--- config.mk ---
export PLATFORM = sky130hd
export DESIGN_NAME = circuit1_seq
export DESIGN_NICKNAME = d
export VERILOG_FILES = /design/src/rtl/circuit1_seq.sv
export SDC_FILE = /design/constraint.sdc
export NUM_CORES = 1
export LEC_CHECK = 0
export ABC_CLOCK_PERIOD_IN_PS = 8300
export CAP_MARGIN = 20
export CELL_PAD_IN_SITES_DETAIL_PLACEMENT = 1
export CELL_PAD_IN_SITES_GLOBAL_PLACEMENT = 2
export CORE_MARGIN = 1
export CORE_UTILIZATION = 40
export DETAILED_ROUTE_END_ITERATION = 16
export DONT_BUFFER_PORTS = 1
export PLACE_DENSITY_LB_ADDON = 0.1
export SETUP_SLACK_MARGIN = 0.5
export SYNTH_ARGS = -nofsm -noshare
export SYNTH_HDL_FRONTEND = slang
export SYNTH_SLANG_ARGS = --single-unit
--- constraint.sdc ---
create_clock -name Clk -period 8.3 [get_ports Clk]
set_input_delay 1.66 -clock Clk [delete_from_list [all_inputs] [get_ports Clk]]
set_output_delay 1.66 -clock Clk [all_outputs]
set_load 0.01 [all_outputs]
--- src/rtl/circuit1_seq.sv ---
// Sequential evaluator: z = min(a+b, a+c), x = a*c - (a+b), using one shared adder/subtractor and one multiplier.
// Optional overflow flag output ovf is enabled by defining CIRCUIT1_SEQ_OVF_EN.
module circuit1_seq #(
    parameter int DATAWIDTH = 8
) (
    input  logic                 Clk,
    input  logic                 Rst,
    input  logic                 start,
    input  logic [DATAWIDTH-1:0] a,
    input  logic [DATAWIDTH-1:0] b,
    input  logic [DATAWIDTH-1:0] c,
    output logic                 busy,
    output logic                 done,
    output logic [DATAWIDTH-1:0] z,
    output logic [DATAWIDTH-1:0] x
`ifdef CIRCUIT1_SEQ_OVF_EN
    ,
    output logic                 ovf
`endif
);

    localparam logic [2:0] IDLE   = 3'd0;
    localparam logic [2:0] S_D    = 3'd1;
    localparam logic [2:0] S_E    = 3'd2;
    localparam logic [2:0] S_CMP  = 3'd3;
    localparam logic [2:0] S_MUL  = 3'd4;
    localparam logic [2:0] S_SUB  = 3'd5;
    localparam logic [2:0] S_DONE = 3'd6;

    logic [2:0]           state_q, state_d;
    logic [DATAWIDTH-1:0] a_q, a_d, b_q, b_d, c_q, c_d;
    logic [DATAWIDTH-1:0] d_q, d_d, e_q, e_d, f_q, f_d;
    logic [DATAWIDTH-1:0] z_q, z_d, x_q, x_d;

    // Shared adder/subtractor operand selection
    logic [DATAWIDTH-1:0] add_a, add_b, add_b_eff, sum, f_val;
    logic                 add_sub;

    always_comb begin
        add_a   = a_q;
        add_b   = b_q;
        add_sub = 1'b0;
        case (state_q)
            S_E: begin
                add_b = c_q;
            end
            S_SUB: begin
                add_a   = f_q;
                add_b   = d_q;
                add_sub = 1'b1;
            end
            default: ;
        endcase
        add_b_eff = add_sub ? ~add_b : add_b;
    end

`ifdef CIRCUIT1_SEQ_OVF_EN
    logic [DATAWIDTH:0]     sum_ext;
    logic [2*DATAWIDTH-1:0] prod;
    logic                   carry, mul_ovf;
    logic                   ovf_acc_q, ovf_acc_d, ovf_q, ovf_d;

    assign sum_ext = {1'b0, add_a} + {1'b0, add_b_eff} + (DATAWIDTH+1)'(add_sub);
    assign sum     = sum_ext[DATAWIDTH-1:0];
    assign carry   = sum_ext[DATAWIDTH];
    assign prod    = {{DATAWIDTH{1'b0}}, a_q} * {{DATAWIDTH{1'b0}}, c_q};
    assign f_val   = prod[DATAWIDTH-1:0];
    assign mul_ovf = |prod[2*DATAWIDTH-1:DATAWIDTH];
    assign ovf     = ovf_q;
`else
    assign sum   = add_a + add_b_eff + DATAWIDTH'(add_sub);
    assign f_val = a_q * c_q;
`endif

    always_comb begin
        state_d = state_q;
        a_d     = a_q;
        b_d     = b_q;
        c_d     = c_q;
        d_d     = d_q;
        e_d     = e_q;
        f_d     = f_q;
        z_d     = z_q;
        x_d     = x_q;
`ifdef CIRCUIT1_SEQ_OVF_EN
        ovf_acc_d = ovf_acc_q;
        ovf_d     = ovf_q;
`endif
        case (state_q)
            IDLE: begin
                if (start) begin
                    a_d     = a;
                    b_d     = b;
                    c_d     = c;
                    state_d = S_D;
`ifdef CIRCUIT1_SEQ_OVF_EN
                    ovf_acc_d = 1'b0;
                    ovf_d     = 1'b0;
`endif
                end
            end
            S_D: begin
                d_d     = sum;
                state_d = S_E;
`ifdef CIRCUIT1_SEQ_OVF_EN
                ovf_acc_d = ovf_acc_q | carry;
`endif
            end
            S_E: begin
                e_d     = sum;
                state_d = S_CMP;
`ifdef CIRCUIT1_SEQ_OVF_EN
                ovf_acc_d = ovf_acc_q | carry;
`endif
            end
            S_CMP: begin
                // g = d > e; a tie selects d
                z_d     = (d_q > e_q) ? e_q : d_q;
                state_d = S_MUL;
            end
            S_MUL: begin
                f_d     = f_val;
                state_d = S_SUB;
`ifdef CIRCUIT1_SEQ_OVF_EN
                ovf_acc_d = ovf_acc_q | mul_ovf;
`endif
            end
            S_SUB: begin
                x_d     = sum;
                state_d = S_DONE;
`ifdef CIRCUIT1_SEQ_OVF_EN
                ovf_d = ovf_acc_q | ~carry;
`endif
            end
            default: begin
                state_d = IDLE;
            end
        endcase
    end

    always_ff @(posedge Clk or negedge Rst) begin
        if (!Rst) begin
            state_q <= IDLE;
            a_q     <= '0;
            b_q     <= '0;
            c_q     <= '0;
            d_q     <= '0;
            e_q     <= '0;
            f_q     <= '0;
            z_q     <= '0;
            x_q     <= '0;
`ifdef CIRCUIT1_SEQ_OVF_EN
            ovf_acc_q <= 1'b0;
            ovf_q     <= 1'b0;
`endif
        end else begin
            state_q <= state_d;
            a_q     <= a_d;
            b_q     <= b_d;
            c_q     <= c_d;
            d_q     <= d_d;
            e_q     <= e_d;
            f_q     <= f_d;
            z_q     <= z_d;
            x_q     <= x_d;
`ifdef CIRCUIT1_SEQ_OVF_EN
            ovf_acc_q <= ovf_acc_d;
            ovf_q     <= ovf_d;
`endif
        end
    end

    assign busy = (state_q != IDLE);
    assign done = (state_q == S_DONE);
    assign z    = z_q;
    assign x    = x_q;

endmodule

; ---- Word-level counts from Yosys, hierarchy flattened
; Cells that the tools add are included.
[op_classes]
n_addsub = 2
mul = 1
div_mod_pow = 0
magnitude_cmp = 1
eq_ne = 7
shift = 0
n_mux = 7
bitwise_logic = 1
reduce_logical = 3
[ops]
columns = operator, n
row1 = 2-to-1 mux 8 bit, 3
row2 = case mux 3 bit (6 select lines), 1
row3 = case mux 8 bit (2 select lines), 1
row4 = "== test 3 bit, second input constant", 3
row5 = adder 8 x 1 -> 8 bit, 1
row6 = adder 8 bit, 1
row7 = greater-than comparator 8 bit, 1
row8 = multiplier 8 x 8 -> 8 bit, 1
row9 = inverter 8 bit, 1
row10 = "== test 3 x 2 -> 1 bit, second input constant", 2
row11 = "== test 3 x 1 -> 1 bit, second input constant", 1
row12 = zero test 3 bit, 1
row13 = 2-to-1 mux 3 bit, 1
row14 = nonzero test 3 bit, 1
row15 = "inequality test 2 bit, second input constant", 1
row16 = AND reduction 2 bit, 1
row17 = 2-to-1 mux 1 bit, 1
[word_totals]
reg_bits = 67
latchBits = 0
ramBits = 0
romBits = 0
inputBits = 27
output_inout_bits = 18
memories = 0

; ---- Depth between registers and ports, before layout
; Gate-level depths: netlist (run 1).
[logic_depth]
word_depth = 6
depth_mapped = 16

; ---- Worst setup path before layout (run 1)
; No wires, ideal clock.
[synth_timing]
kind = reg2reg
startpoint = reg a_q[0]
endpoint = reg f_q[7]
t_arrival_ns = 3.466
required_ns = 8.165
setup_slack_ns = 4.699
stages_incl_launch_ff = 15
n_path_buf = 1
period_less_slack_ns = 3.601
path_cell_list = dfrtp_1 > clkbuf_1 > and2_1 > fa_1 > fa_1 > ha_1 > inv_1 > fa_1 > inv_1 > ha_1 > a21o_1 > a21oi_1 > xnor2_1 > xnor2_1 > o21ai_0
[synth_via]
elab_chain_cells = 1
[synth_rtl]
columns = element, line_no
row1 = start: declaration, 31  ; logic [DATAWIDTH-1:0] a_q, a_d, b_q, b_d, c_q, c_d;
row2 = start signal: assignment, 144  ; a_q <= '0;
row3 = start signal: assignment, 158  ; a_q <= a_d;
row4 = multiplier 8 x 8 -> 8 bit, 72  ; assign f_val = a_q * c_q;
row5 = end signal: assignment, 149  ; f_q <= '0;
row6 = end signal: assignment, 163  ; f_q <= f_d;
row7 = end: declaration, 32  ; logic [DATAWIDTH-1:0] d_q, d_d, e_q, e_d, f_q, f_d;
; Every way passes these cells.
; A chain may end at the register's enable or synchronous reset.

; ---- Worst setup path in the final report (run 1)
; Ends and elaborated chain as after synthesis.

==> results of run 1 <==
-- sequential cells by signal, indices dropped and copies added (netlist names) --
signal	count
a_q	8
b_q	8
c_q	8
d_q	8
e_q	8
f_q	8
state_q	3
x	8
z	8
-- logic make-up (layout without fill, tap and decap cells) --
group / count (synthesis) / in the layout / share of synthesized area, %
and+or+nand+nor: 140 / 140 / 15.3
AOI/OAI and AO/OA: 74 / 74 / 11.1
DFF: 67 / 67 / 39.5
buffers and inverters: 50 / 51 / 4.87
adders and majority gates: 43 / 43 / 15.0
muxes: 36 / 36 / 9.29
xor gates and xnor gates: 24 / 24 / 4.95
other: 0 / 1 / 0
-- cells in the mapped netlist (2+ instances only) --
library cell / n
xor2_1: 9
fa_1: 13
mux2i_1: 9
xnor2_1: 15
o21a_1: 6
o22ai_1: 2
nor2_2: 2
a21o_1: 3
nand2b_1: 3
buf_6: 2
nand3_1: 5
or3_1: 2
clkbuf_1: 11
and2_1: 20
nand2_1: 80
inv_1: 34
dfrtp_1: 67
buf_2: 3
nor2_1: 17
nor3_1: 2
o21ai_1: 6
a21oi_1: 8
mux2_2: 27
nor2b_1: 3
a221o_1: 6
o21ai_0: 36
ha_1: 30
-- worst max-delay path, stage by stage (launching register included) --
cell,delay (ns)
dfrtp_1,0.49
and2_1,0.21
fa_1,0.45
fa_1,0.49
ha_1,0.28
inv_1,0.05
fa_1,0.53
inv_1,0.04
ha_1,0.32
a21o_1,0.19
a21oi_1,0.17
xnor2_1,0.16
xnor2_1,0.13
o21ai_0,0.08
-- stage by stage --
step                      std cells  setup slack [ns]  util [%]  hold slack (ns)
after floorplan                 434              4.70         -            0.450
after global placement          555              4.60      42.1            0.468
after detailed placement        555              4.57      42.1            0.474
after CTS                       571              4.55      44.0            0.492
after global routing            571              4.36      44.0            0.517
final                           572              4.57      44.1            0.488
-- cell usage in the layout (no fill, tap or decap), types with 2 or more instances in the layout --
cell type,n
xnor2_1,15
nor2_2,2
a21o_1,3
nand2_1,80
nor3_1,2
o21a_1,6
nor2_1,17
fa_1,13
clkinv_4,2
nand3_1,5
mux2_2,27
o22ai_1,2
and2_1,20
ha_1,30
dfrtp_1,67
or3_1,2
xor2_1,9
clkbuf_8,10
o21ai_0,36
a21oi_1,8
a221o_1,6
o21ai_1,6
mux2i_1,9
nor2b_1,3
clkinvlp_4,2
nand2b_1,3
inv_1,34
-- cell type report --
| class | count | area [sq um] |
|---|---|---|
| Sequential cell | 67 | 1680 |
| Inverter | 34 | 128 |
| Clock inverter | 5 | 62.6 |
| Fill cell | 1182 | 5780 |
| Antenna cell | 1 | 2.50 |
| Timing Repair Buffer | 1 | 7.51 |
| Clock buffer | 11 | 141 |
| Multi-Input combinational cell | 317 | 2360 |
| Tap cell | 136 | 170 |
-- routing by layer --
layer  GRT usage, %  vias up  part of all wire (%)
met2           30.9       60                    42
met3           5.99       13                   4.9
met5              0        -                     0
met1           29.7     1419                    52
met4           6.64        0                   1.2
li1               -     1446                     -
-- how the worst max path moves through the flow --
stage,endpoint,slack [ns],cells past startpoint
3_3_place_gp,f_q[7],4.60,13
2_1_floorplan,f_q[7],4.70,14
3_5_place_dp,f_q[7],4.57,13
6_report,f_q[7],4.57,13
4_1_cts,f_q[7],4.55,13
5_1_grt,f_q[7],4.36,13
==> flow_summary.ini, run 1 <==
[cts]
clkSinkCount = 67
tritoncts = built
cts_resized = 0
htreeDepth = 3
cts_buffers = 9
holdBufCountCts = 0
clockBufferDepth = 2
worstSkewPairLatency_ns = 0.35
root_buffer = clkbuf_8
cts_setup_buffers = 0
cts.clk_slew.worst_paths_ns = 0.08

[timing]
clock_skew_ns = 0.0112
max_freq_mhz = 268
maxSlewHeadroom_pct = 56.7
hold_viol_final = 0
finalSetupViolations = 0
period_share_pct = 45.0
rsz0062_at_grt = no
maxSlewViolCount = 0
fin_tns_setup_ns = 0
period_needed_ns = 3.73
worstMarginPinSlew_ns = 0.649

[synth]
yosysWarnings = 0
synth_top_area_share_pct = 39.5
ys_seq_area_share_pct = 39.5
ys.flop_type = dfrtp_1
async_reset_ff_share_pct = 100
netlist_instances = 434
synth_area_leaders = dfrtp_1 (40%), ha_1 (8.8%), mux2_2 (7.2%)
syn_avg_cell_area_sq_um = 9.78
synth_seq_cells = 67
yosys.area.top_type = dfrtp_1
netlist_area_sq_um = 4240
yosysUniqueCellTypes = 40
synth_edf_count = 0
syn-num-nets = 504

[min_path]
worst_hold_path_type = flop to flop
hold-path-endpoint = f_q[7]
min_from = f_q[7]
hold_depth = 2

[global_routing]
grt_start_max_net_pins = 68
grt_pass1_wl_mm = 17.5
gr-total-overflow = 0
track_usage_pct = 21.0
grt_antenna_before_repair = 1
grt_pass1_vias = 3203

[placement]
io_buffers = 0
place_area_sq_um = 4340
gp_congestion = 0.795
hpwl_mm = 7.93

[floorplan]
start_util_pct = 41.1
coreArea_sq_um = 10300
dieArea_sq_um = 11000
rows = 37
die_w_microns = 105
die_h_microns = 105
pin_count = 45

[worst_setup_path]
cp-startpoint = a_q[0]
path_class = flop to flop
setup.worst_path.start_class = flop
reg2reg_to = f_q[7]
arrival_ns = 3.95
critPathCaptureType = flop
ff2ff_path_depth = 13
required_ns = 8.52
ff2ff_setup_slack_ns = 4.57
r2r-start = a_q[0]
crit_fanout = 11

[cells_and_area]
area_growth_pct = 7.20
nNetsFinal = 500
drive_gt1_share_pct = 12.0
finish.instance_area_sq_um = 4550

[detailed_routing]
wl_per_cell_microns = 18.2
via_per_inst = 5.14
drt_iter0_markers = 91
wl_mm = 10.4
dr_total_vias = 2938
drtPass1Iterations = 4
ant_nets = 0
drc = 0

[status]
status = complete, no violations

[flow_run]
cap_violations = 0
Power of run 1 is not shown: default switching activity piles up to over one toggle a cycle in this logic, so the estimate is an artifact.
==> run 2: changes to the inputs <==
- ABC_CLOCK_PERIOD_IN_PS: 8300 -> 3500
- clock period: 8.3 -> 3.5 ns (I/O delays scaled with it)
==> flow_summary.ini, run 2 (synthesis gave the netlist of run 1 again) <==
[cts]
htreeDepth = 3
root_buffer = clkbuf_8
clockBufferDepth = 2
cts.clk_slew.worst_paths_ns = 0.09
worstSkewPairLatency_ns = 0.36
clkSinkCount = 67
holdBufCountCts = 0
cts_buffers = 9
tritoncts = built

[cells_and_area]
drive_gt1_share_pct = 24.0
multiInputGateArea_sq_um = 2470
antenna_cells = 0
final_common_cell = nand2_1
layout_common_cells = nand2_1 (79), dfrtp_1 (60), o21ai_0 (35)
fillers = 1191
nNetsFinal = 527
area_growth_pct = 14.5
seq_area_sq_um = 1690
finish.instance_area_sq_um = 4860
finish.utilization_pct = 47.0

[detailed_routing]
drtPass1Iterations = 4
wl_per_cell_microns = 18.3
wl_mm = 10.9
via_per_inst = 5.16
drc = 0
dr_total_vias = 3087
drt_iter0_markers = 73
ant_nets = 0

[status]
status = complete, no violations

[worst_setup_path]
crit_fanout = 6
critPathCapture = f_q[7]
reg2reg_to = f_q[7]
arrival_ns = 3.57
required_ns = 3.72
cp-startpoint = a_q[2]
setup.worst_path.start_class = flop
ff2ff_setup_slack_ns = 0.15
path_class = flop to flop
r2r-start = a_q[2]
ff2ff_path_depth = 13
critPathCaptureType = flop

[timing]
clock_skew_ns = 0.0136
period_needed_ns = 3.35
hold_ws_ns = 0.0302
period_share_pct = 95.7
rsz0062_at_grt = yes
worstMarginPinSlew_ns = 0.619
hold_viol_final = 0
max_freq_mhz = 298
maxSlewHeadroom_pct = 58.7
fin_tns_setup_ns = 0
maxSlewViolCount = 0
finalSetupViolations = 0

[placement]
gp_congestion = 0.864
io_buffers = 0
place_area_sq_um = 4520
hpwl_mm = 8.39

[floorplan]
die_w_microns = 105
rows = 37
die_h_microns = 105
start_util_pct = 41.1
dieArea_sq_um = 11000
coreArea_sq_um = 10300
pin_count = 45

[global_routing]
grt_pass1_wl_mm = 18.2
grt_antenna_before_repair = 0
grt_pass1_vias = 3352
track_usage_pct = 21.9
grt_start_max_net_pins = 68
gr-total-overflow = 0

[flow_run]
cap_violations = 0

[min_path]
worst_hold_path_type = input pin to async pin
==> run 2: changes by cell type in the layout (fill, tap and decap cells not counted), moves of 5 or more <==
cell / delta
buf_4: +27
dfrtp_1: -7
dfrtp_2: +7
fa_1: -5
fa_2: +5
==> run 2: worst min path at each step <==
stage              to
4_1_cts        b_q[1]
5_1_grt        c_q[7]
6_report       b_q[1]
3_5_place_dp   c_q[7]
3_3_place_gp   c_q[7]
2_1_floorplan  a_q[0]
==> run 2: cell type report <==
type                       count  area share [%]
timing repair buffer          28            4.33
inverter                      34            2.63
multi-input combinational    317            50.9
sequential                    67            34.7
clock buffer                  11            2.91
clock inverter                 5            1.08
tap                          136            3.50
==> run 2: critical path, cell delays in order (launching register included) <==
cell     delay, ns
dfrtp_2       0.43
nand2_1       0.10
fa_2          0.37
fa_1          0.48
inv_1         0.05
fa_1          0.47
inv_1         0.05
fa_2          0.52
inv_2         0.04
ha_4          0.22
a21oi_2       0.13
xnor2_1       0.14
xnor2_1       0.13
o21ai_1       0.07
==> run 2: what timing repair did <==
item / in CTS / in global routing
gates resized for setup: 13 / 10
cloned: 0 / 0
setup endpoints to repair: 9 / 11
pin swaps: 14 / 5
buffers inserted: 10 / 1
hold endpoints to repair: 0 / 0
==> run 2: routing by layer <==
| layer | vias to the layer above | wire, microns | GRT usage (%) |
|---|---|---|---|
| li1 | 1489 | - | - |
| met1 | 1527 | 5570 | 32.0 |
| met5 | - | 0 | 0 |
| met2 | 60 | 4740 | 32.6 |
| met4 | 0 | 157 | 7.55 |
| met3 | 11 | 455 | 3.87 |
==> run 2: stage by stage <==
stage	setup slack, ns	cells
floorplan	0.267	434
global placement	0.137	571
detailed placement	0.0448	571
CTS	0.172	597
global route	0.0668	598
finish	0.150	598
Power of run 2 is left out for the same reason.
==> run 3: changes to the inputs <==
- CORE_UTILIZATION: 40 -> 41
==> flow_summary.ini, run 3 (synthesis gave the netlist of run 1 again) <==
[cells_and_area]
layout_common_cells = nand2_1 (77), dfrtp_1 (60), o21ai_0 (34)
drive_gt1_share_pct = 24.9
final_common_cell = nand2_1
area_growth_pct = 15.9
antenna_cells = 0
fillers = 1128
nNetsFinal = 530
finish.instance_area_sq_um = 4920

[min_path]
worst_hold_path_type = input pin to async pin

[cts]
root_buffer = clkbuf_8
tritoncts = built
clockBufferDepth = 2
htreeDepth = 3
cts_buffers = 9
cts.clk_slew.worst_paths_ns = 0.08
clkSinkCount = 67
worstSkewPairLatency_ns = 0.37

[timing]
fin_tns_setup_ns = 0
rsz0062_at_grt = yes
period_needed_ns = 3.41
maxSlewViolCount = 0
worstMarginPinSlew_ns = 0.841
fin_ws_ns = 0.0934
clock_skew_ns = 0.0124
hold_ws_ns = 0.0285
hold_viol_final = 0
finalSetupViolations = 0
period_share_pct = 97.3
max_freq_mhz = 294
maxSlewHeadroom_pct = 43.8

[detailed_routing]
wl_per_cell_microns = 17.8
drtPass1Iterations = 4
dr_total_vias = 3052
ant_nets = 0
drc = 0
drt_iter0_markers = 71
via_per_inst = 5.10
wl_mm = 10.7

[flow_run]
cap_violations = 0

[placement]
dp_slack_ns = 0.0711
place_area_sq_um = 4520
hpwl_mm = 8.14
gp_congestion = 0.812
io_buffers = 0

[worst_setup_path]
cp_num_buf_inv = 3
max_stage_delay_ns = 0.52
ff2ff_path_depth = 13
required_ns = 3.73
critPathCaptureType = flop
path_class = flop to flop
path_depth = 13
crit_fanout = 7
cp_slowest_cell = fa_2
crit_family = adder cells
setup.worst_path.start_class = flop
crit_chain = nand2_2, fa_2, fa_1, inv_1, fa_1, inv_1, fa_2, inv_2, ha_4, a21oi_4, xnor2_2, xnor2_1, o21ai_1
arrival_ns = 3.63

[global_routing]
grt_pass1_vias = 3318
grt_pass1_wl_mm = 17.8
grt_antenna_before_repair = 0
grt_start_max_net_pins = 53
gr-total-overflow = 0
track_usage_pct = 21.7

[floorplan]
dieArea_sq_um = 10800
rows = 36
start_util_pct = 42.8
die_w_microns = 104
die_h_microns = 104
coreArea_sq_um = 9910
pin_count = 45

[status]
status = complete, no violations
run 3: changes by cell type in the layout (fill, tap and decap cells not counted), moves of 2 or more:
cell / delta
inv_1: +2
nand2_1: -2
nand2_2: +2
inv_2: -2
a21oi_2: -2
buf_6: +2
ha_1: -3
ha_2: +2
run 3: final cells by class:
type                            instances  area, sq um  share of cell area, %
Sequential cell                        67         1690                   34.3
Multi-Input combinational cell        317         2500                   50.9
Clock inverter                          7         68.8                   1.40
Timing Repair Buffer                   31          243                   4.94
Inverter                               34          128                   2.60
Tap cell                              133          166                   3.38
Clock buffer                            9          124                   2.52
run 3: path summary, 6_finish.rpt:
path	from	to	slack, ns
max	a_q[2]	f_q[7]	0.09
min	Rst	f_q[6]	0.03
max reg2reg	a_q[2]	f_q[7]	0.09
min reg2reg	f_q[3]	f_q[3]	0.52
max in group asynchronous	Rst	state_q[0]	2.04
min in group Clk	a[5]	a_q[5]	0.48
run 3: metal layers:
layer  wire [microns]  vias up  GRT usage (%)
met5                0        -              0
met4              127        0           6.12
met3              408        9           5.73
met2             4760       46           33.3
met1             5360     1498           30.3
li1                 -     1499              -
run 3: metrics by stage:
step | utilization, % | std cells
3_5_place_dp | 45.6 | 569
4_1_cts | 48.8 | 593
5_1_grt | 49.6 | 598
2_1_floorplan | - | 434
6_report | 49.6 | 598
3_3_place_gp | 45.6 | 569
run 3: timing repair:
item / CTS / global route
pin swaps: 13 / 13
endpoints found under the hold margin: 16 / 0
hold buffers: 1 / 0
resized for setup: 18 / 10
setup endpoints to repair: 9 / 13
buffers inserted: 7 / 5
Power of run 3 is left out for the same reason.
